--- config.mk ---
export PLATFORM = sky130hd
export DESIGN_NAME = lut_loader_flat
export DESIGN_NICKNAME = d
export VERILOG_FILES = /design/src/rtl/lut_pkg.sv /design/src/rtl/lut_loader_if.sv /design/src/rtl/lut_frame_rx.sv /design/src/rtl/lut_loader.sv /design/src/flat_wrapper.sv
export SDC_FILE = /design/constraint.sdc
export NUM_CORES = 1
export LEC_CHECK = 0
export ABC_AREA = 1
export CELL_PAD_IN_SITES_DETAIL_PLACEMENT = 1
export CELL_PAD_IN_SITES_GLOBAL_PLACEMENT = 1
export CORE_MARGIN = 4
export CORE_UTILIZATION = 51
export DETAILED_ROUTE_END_ITERATION = 6
export HOLD_SLACK_MARGIN = 0.08
export PLACE_DENSITY_LB_ADDON = 0.08
export SETUP_SLACK_MARGIN = 0.3
export SLEW_MARGIN = 5
export SYNTH_ARGS = -nofsm -noshare
export SYNTH_HDL_FRONTEND = slang
export SYNTH_SLANG_ARGS = --single-unit
--- constraint.sdc ---
create_clock -name clk -period 3.3 [get_ports clk]
set_input_delay 0.495 -clock clk [delete_from_list [all_inputs] [get_ports clk]]
set_output_delay 0.495 -clock clk [all_outputs]
set_load 0.03 [all_outputs]
--- src/rtl/lut_pkg.sv ---
// Shared defaults and FSM encoding for the programmable branch-target table.
package lut_pkg;
  localparam int LUT_LABEL_W    = 8;
  localparam int LUT_PC_W       = 12;
  localparam int LUT_DEPTH      = 64;
  localparam int LUT_DEFAULT_PC = 0;

  typedef enum logic [1:0] {
    S_LABEL,
    S_PCHI,
    S_PCLO,
    S_COMMIT
  } rx_state_t;
endpackage

--- src/rtl/lut_loader_if.sv ---
// Byte-wide valid/ready load stream carrying (label, pc_hi, pc_lo) records.
interface lut_loader_if;
  logic       in_valid;
  logic       in_ready;
  logic [7:0] in_data;

  modport master (output in_valid, output in_data, input in_ready);
  modport slave  (input in_valid, input in_data, output in_ready);
endinterface

--- src/rtl/lut_frame_rx.sv ---
// Receives 3-byte records and emits a one-cycle commit strobe with label and pc.
module lut_frame_rx
  import lut_pkg::*;
#(
  parameter int LABEL_W = LUT_LABEL_W,
  parameter int PC_W    = LUT_PC_W
) (
  input  logic               clk,
  input  logic               rst_n,
  input  logic               clear,
  lut_loader_if.slave        bus,
  output logic               o_commit,
  output logic [LABEL_W-1:0] o_label,
  output logic [PC_W-1:0]    o_pc,
  output logic               o_busy
);
  rx_state_t          r_state;
  logic               r_ready;
  logic               r_busy;
  logic               r_commit;
  logic [LABEL_W-1:0] r_label;
  logic [PC_W-1:0]    r_pc;
  logic               w_xfer;

  assign w_xfer      = bus.in_valid && r_ready;
  assign bus.in_ready = r_ready;
  assign o_commit    = r_commit;
  assign o_label     = r_label;
  assign o_pc        = r_pc;
  assign o_busy      = r_busy;

  // ready/busy are registered alongside the state so they track it exactly
  always_ff @(posedge clk or negedge rst_n) begin
    if (!rst_n) begin
      r_state  <= S_LABEL;
      r_ready  <= 1'b1;
      r_busy   <= 1'b0;
      r_commit <= 1'b0;
      r_label  <= '0;
      r_pc     <= '0;
    end else begin
      r_commit <= 1'b0;
      if (clear) begin
        r_state <= S_LABEL;
        r_ready <= 1'b1;
        r_busy  <= 1'b0;
      end else begin
        case (r_state)
          S_LABEL: if (w_xfer) begin
            r_label <= LABEL_W'(bus.in_data);
            r_busy  <= 1'b1;
            r_state <= S_PCHI;
          end
          S_PCHI: if (w_xfer) begin
            // high byte bits above PC_W-1 are dropped
            r_pc[PC_W-1:8] <= bus.in_data[PC_W-9:0];
            r_state        <= S_PCLO;
          end
          S_PCLO: if (w_xfer) begin
            r_pc[7:0] <= bus.in_data;
            r_ready   <= 1'b0;
            r_commit  <= 1'b1;
            r_state   <= S_COMMIT;
          end
          default: begin
            r_ready <= 1'b1;
            r_busy  <= 1'b0;
            r_state <= S_LABEL;
          end
        endcase
      end
    end
  end
endmodule

--- src/rtl/lut_loader.sv ---
// Reloadable label -> next_pc table fed by a byte stream, with combinational lookup.
module lut_loader
  import lut_pkg::*;
#(
  parameter int LABEL_W = LUT_LABEL_W,
  parameter int PC_W    = LUT_PC_W,
  parameter int DEPTH   = LUT_DEPTH
) (
  input  logic                       clk,
  input  logic                       rst_n,
  input  logic                       clear,
  lut_loader_if.slave                in_if,
  input  logic [LABEL_W-1:0]         rd_label,
  output logic [PC_W-1:0]            rd_pc,
  output logic                       rd_hit,
  output logic                       load_busy,
  output logic [$clog2(DEPTH+1)-1:0] entry_count,
  output logic                       err_range
);
  localparam int               IDX_W   = $clog2(DEPTH);
  localparam int               CNT_W   = $clog2(DEPTH+1);
  localparam logic [LABEL_W:0] DEPTH_L = (LABEL_W+1)'(DEPTH);

  logic [DEPTH-1:0]   r_valid;
  logic [PC_W-1:0]    r_pc [DEPTH];
  logic [CNT_W-1:0]   r_count;
  logic               r_err;

  logic               w_commit;
  logic [LABEL_W-1:0] w_label;
  logic [PC_W-1:0]    w_pc;
  logic               w_in_range;
  logic               w_we;
  logic [IDX_W-1:0]   w_wr_idx;
  logic [DEPTH-1:0]   w_we_vec;
  logic               w_rd_in_range;
  logic [IDX_W-1:0]   w_rd_idx;

  lut_frame_rx #(.LABEL_W(LABEL_W), .PC_W(PC_W)) u_rx (
    .clk      (clk),
    .rst_n    (rst_n),
    .clear    (clear),
    .bus      (in_if),
    .o_commit (w_commit),
    .o_label  (w_label),
    .o_pc     (w_pc),
    .o_busy   (load_busy)
  );

  assign w_in_range = {1'b0, w_label} < DEPTH_L;
  assign w_wr_idx   = w_label[IDX_W-1:0];
  // clear in the commit cycle wins over the write
  assign w_we       = w_commit && !clear && w_in_range;

  genvar gi;
  generate
    for (gi = 0; gi < DEPTH; gi++) begin : g_we
      assign w_we_vec[gi] = w_we && (w_wr_idx == IDX_W'(gi));
    end
  endgenerate

  always_ff @(posedge clk or negedge rst_n) begin
    if (!rst_n) begin
      r_valid <= '0;
      for (int i = 0; i < DEPTH; i++) r_pc[i] <= '0;
    end else if (clear) begin
      r_valid <= '0;
    end else begin
      for (int i = 0; i < DEPTH; i++) begin
        if (w_we_vec[i]) begin
          r_valid[i] <= 1'b1;
          r_pc[i]    <= w_pc;
        end
      end
    end
  end

  always_ff @(posedge clk or negedge rst_n) begin
    if (!rst_n) begin
      r_count <= '0;
      r_err   <= 1'b0;
    end else if (clear) begin
      r_count <= '0;
      r_err   <= 1'b0;
    end else begin
      if (w_we && !r_valid[w_wr_idx]) r_count <= r_count + CNT_W'(1);
      if (w_commit && !w_in_range)    r_err   <= 1'b1;
    end
  end

  assign w_rd_in_range = {1'b0, rd_label} < DEPTH_L;
  assign w_rd_idx      = rd_label[IDX_W-1:0];
  assign rd_hit        = w_rd_in_range && r_valid[w_rd_idx];
  assign rd_pc         = rd_hit ? r_pc[w_rd_idx] : PC_W'(LUT_DEFAULT_PC);
  assign entry_count   = r_count;
  assign err_range     = r_err;
endmodule

--- src/flat_wrapper.sv ---
// flat-port wrapper written by rule: the top's interface ports become plain ports
module lut_loader_flat import lut_pkg::*;
#(
  parameter int LABEL_W = LUT_LABEL_W,
  parameter int PC_W    = LUT_PC_W,
  parameter int DEPTH   = LUT_DEPTH
)
  (clk, rst_n, clear, rd_label, rd_pc, rd_hit, load_busy, entry_count, err_range, in_if_in_valid, in_if_in_data, in_if_in_ready);
  lut_loader_if in_if_i ();
  input  logic clk;
  input  logic rst_n;
  input  logic clear;
  input  logic [LABEL_W-1:0] rd_label;
  output logic [PC_W-1:0] rd_pc;
  output logic rd_hit;
  output logic load_busy;
  output logic [$clog2(DEPTH+1)-1:0] entry_count;
  output logic err_range;
  input wire logic [$bits(in_if_i.in_valid)-1:0] in_if_in_valid;
  input wire logic [$bits(in_if_i.in_data)-1:0] in_if_in_data;
  output wire logic [$bits(in_if_i.in_ready)-1:0] in_if_in_ready;
  assign in_if_i.in_valid = in_if_in_valid;
  assign in_if_i.in_data = in_if_in_data;
  assign in_if_in_ready = in_if_i.in_ready;
  lut_loader #(.LABEL_W(LABEL_W), .PC_W(PC_W), .DEPTH(DEPTH)) u_core (.clk(clk), .rst_n(rst_n), .clear(clear), .in_if(in_if_i), .rd_label(rd_label), .rd_pc(rd_pc), .rd_hit(rd_hit), .load_busy(load_busy), .entry_count(entry_count), .err_range(err_range));
endmodule
==> flow_metrics.tcl <==
set metrics [dict create \
    dr.pass1.iters 7 \
    leakage_nw 20.5 \
    fillCellCount 9313 \
    drcViolationCount 0 \
    synth_nets 5030 \
    h-tree-depth 3 \
    gp_congestion 0.891 \
    die_area_sq_um 82400 \
    yosysUniqueCellTypes 31 \
    finClkSkew_ns 0.0163 \
    top_layer_used "met4" \
    path_cells "buf_8, buf_16, buf_16, buf_8, nand2_1, nand3_1, nand3_1, nand3_2, nand3_1, nand3_1, nand2_1, nor2_2, buf_12" \
    critical_path_buf_inv_count 5 \
    final_nets 4942 \
    crit_required_ns 2.80 \
    cp_max_fo 20 \
    final_common_cell "nand2_1" \
    crit_top_cell "nand3_1" \
    wl_per_cell_um 23.9 \
    max_stage_delay_ns 0.21 \
    die_h_um 287 \
    ys_ff_latch 865 \
    groute.usage.overall_pct 35.0 \
    async_reset_ff_share_pct 100 \
    cts_tree "done" \
    whs_ns 0.415 \
    clock_sinks 865 \
    clockBufferDepth 3 \
    holdCritPathClass "in2async" \
    wirelength_um 145000 \
    rsz0062_at_grt "true" \
    final_hold_viol_count 0 \
    yosys_most_used_dff "dfrtp_1" \
    startpoint_type "input port" \
    ios 43 \
    fin_crit_sh_pct 92.1 \
    slowest_stage "buf_16" \
    clkTransAtPathRegs_ns 0.06 \
    ys_warn_count 0 \
    drive_gt1_share_pct 9.02 \
    ys_seq_area_share_pct 54.5 \
    port_buffers 42 \
    die_width_um 287 \
    synth_edf_count 0 \
    fin_ws_ns 0.260 \
    grt_pass1_wl_um 225000 \
    synth_area_sq_um 39700 \
    cts_made_buffers 94 \
    core-area_sq_um 77300 \
    critical_path_arrival_ns 2.55 \
    critPathTopFamily "simple AND/OR/NAND/NOR gates" \
    gr-total-overflow 0 \
    drt_iter0_drc 3644 \
    via_per_inst 6.05 \
    drv_slew 0 \
    antenna_found_initial 0 \
    met3_length_um 9410 \
    critPathCaptureType "primary output" \
    m1WireLength_um 62200 \
    mostFrequentLayoutCells "nand2_1, dfrtp_1, nand3_1, o21ai_0, o21ai_1" \
    clock-root-buffer "clkbuf_16" \
    rows 102 \
    fmax_mhz 329 \
    grt_max_degree 92 \
    antenna_left 0 \
    status "finished clean" \
    initial_core_util_pct 51.3 \
    crit_type "in2out" \
    clock_latency_ns 0.66 \
    dp_slack_ns 0.0204 \
    setup_violations 0 \
    final_core_util_pct 58.8 \
    period_minus_slack_ns 3.04 \
    powerDensity_nw_per_um2 593 \
    vdd_ir_drop_max_mv 1.07 \
    post_synth_inst_count 5006 \
    grt_pass1_vias 37743 \
    hpwl_um 87600 \
    area_delta_synth_final_pct 14.5 \
    maxCapViolCount 0 \
    finalPower_mw 27.0 \
    relSlewSlack_pct 36.0 \
    via_count 36514 \
    synth.avg_cell_area_sq_um 7.93 \
    route.met2.wl_um 67800 \
    setup_tns_ns 0 \
    worstMarginPinSlew_ns 0.961 \
]
-- kinds of logic (layout without fill, tap and decap cells) --
group | Yosys count | count (layout) | share of synthesized area, %
AOI/OAI and AO/OA | 830 | 830 | 10.5
buffers and inverters | 472 | 463 | 5.05
adders and majority gates | 4 | 4 | 0.126
other | 0 | 1 | 0
DFF | 865 | 865 | 54.5
xor gates and xnor gates | 5 | 5 | 0.110
muxes | 3 | 3 | 0.0851
and+or+nand+nor | 2827 | 2828 | 29.6
-- routing by layer --
| metal | GRT usage (%) | up-vias |
|---|---|---|
| li1 | - | 16284 |
| met1 | 48.2 | 18668 |
| met2 | 56.5 | 1263 |
| met3 | 5.76 | 299 |
| met4 | 12.7 | 0 |
| met5 | 0 | - |
-- cells in the mapped netlist (9+ instances only) --
master | count | area (sq um)
nand3_1 | 808 | 4040
buf_1 | 29 | 109
nand2_1 | 1924 | 7220
inv_2 | 9 | 33.8
buf_2 | 121 | 606
dfrtp_1 | 864 | 21600
o21ai_1 | 286 | 1430
inv_1 | 48 | 180
clkbuf_1 | 239 | 897
a21oi_1 | 11 | 55.1
buf_4 | 18 | 135
nand2_2 | 21 | 131
o21ai_0 | 529 | 2650
nor2_1 | 51 | 191
-- through the flow --
stage	cells	area [sq um]
2_1_floorplan	5006	39700
3_3_place_gp	5849	41700
3_5_place_dp	5849	41700
4_1_cts	6032	45200
5_1_grt	6038	45500
6_report	6039	45500
-- worst register-to-register path, delay by kind of cell, from the launching register on --
family	cells	cell delay [ns]
AND/OR/NAND/NOR	4	1.82
flip-flops	1	0.78
AO/OA/AOI/OAI	1	0.14
-- area by class of cell --
class                      instances  area [sq um]  area share [%]
multi-input combinational       3670         16300            35.8
antenna                            1          2.50         0.00550
timing repair buffer             223          2780            6.12
clock inverter                    38           395           0.870
timing repair inverter             1          8.76          0.0193
sequential                       865         21600            47.6
inverter                          63           277           0.608
tap                             1040          1300            2.86
clock buffer                     138          2790            6.14
-- what timing repair did --
action                     in CTS  in global routing
pin swaps                       0                  3
hold buffers                    1                  0
cloned                          6                  4
hold endpoints to repair       47                  0
setup endpoints to repair      13                 25
buffers inserted                0                  2
gates resized for setup        30                 47
-- sequential cells by signal, summed over array words and instances, names as in the netlist --
register	flops
u_core.r_pc	768
u_core.r_valid	64
u_core.u_rx.o_pc	12
u_core.u_rx.o_label	8
u_core.entry_count	7
u_core.u_rx.r_state	2
u_core.err_range	1
u_core.u_rx.bus.in_ready	1
u_core.u_rx.o_busy	1
u_core.u_rx.o_commit	1
-- worst paths after layout --
check                                                    from  slack [ns]                              end  cells past startpoint
max reg2reg                u_core.u_rx.o_label[0]$_DFFE_PN0P_        0.40     u_core.r_pc[466]$_DFFE_PN0P_                      5
min reg2reg                      u_core.r_pc[343]$_DFFE_PN0P_        0.48     u_core.r_pc[343]$_DFFE_PN0P_                      2
max                                               rd_label[0]        0.26                         rd_pc[3]                     13
max in group asynchronous                               rst_n        1.93     u_core.r_pc[167]$_DFFE_PN0P_                      4
min in group clk                             in_if_in_data[1]        0.45  u_core.u_rx.o_pc[1]$_DFFE_PN0P_                      3
min                                                     rst_n        0.42     u_core.r_pc[461]$_DFFE_PN0P_                      2
-- where the power goes --
part	switching [mW]	leakage [nW]	internal, mW	total [mW]
logic	3.88	6.91	0.957	4.83
registers	0.259	12.0	10.9	11.2
clock network	4.53	1.58	6.43	11.0
Note: power is estimated with default switching activity, not from simulation.
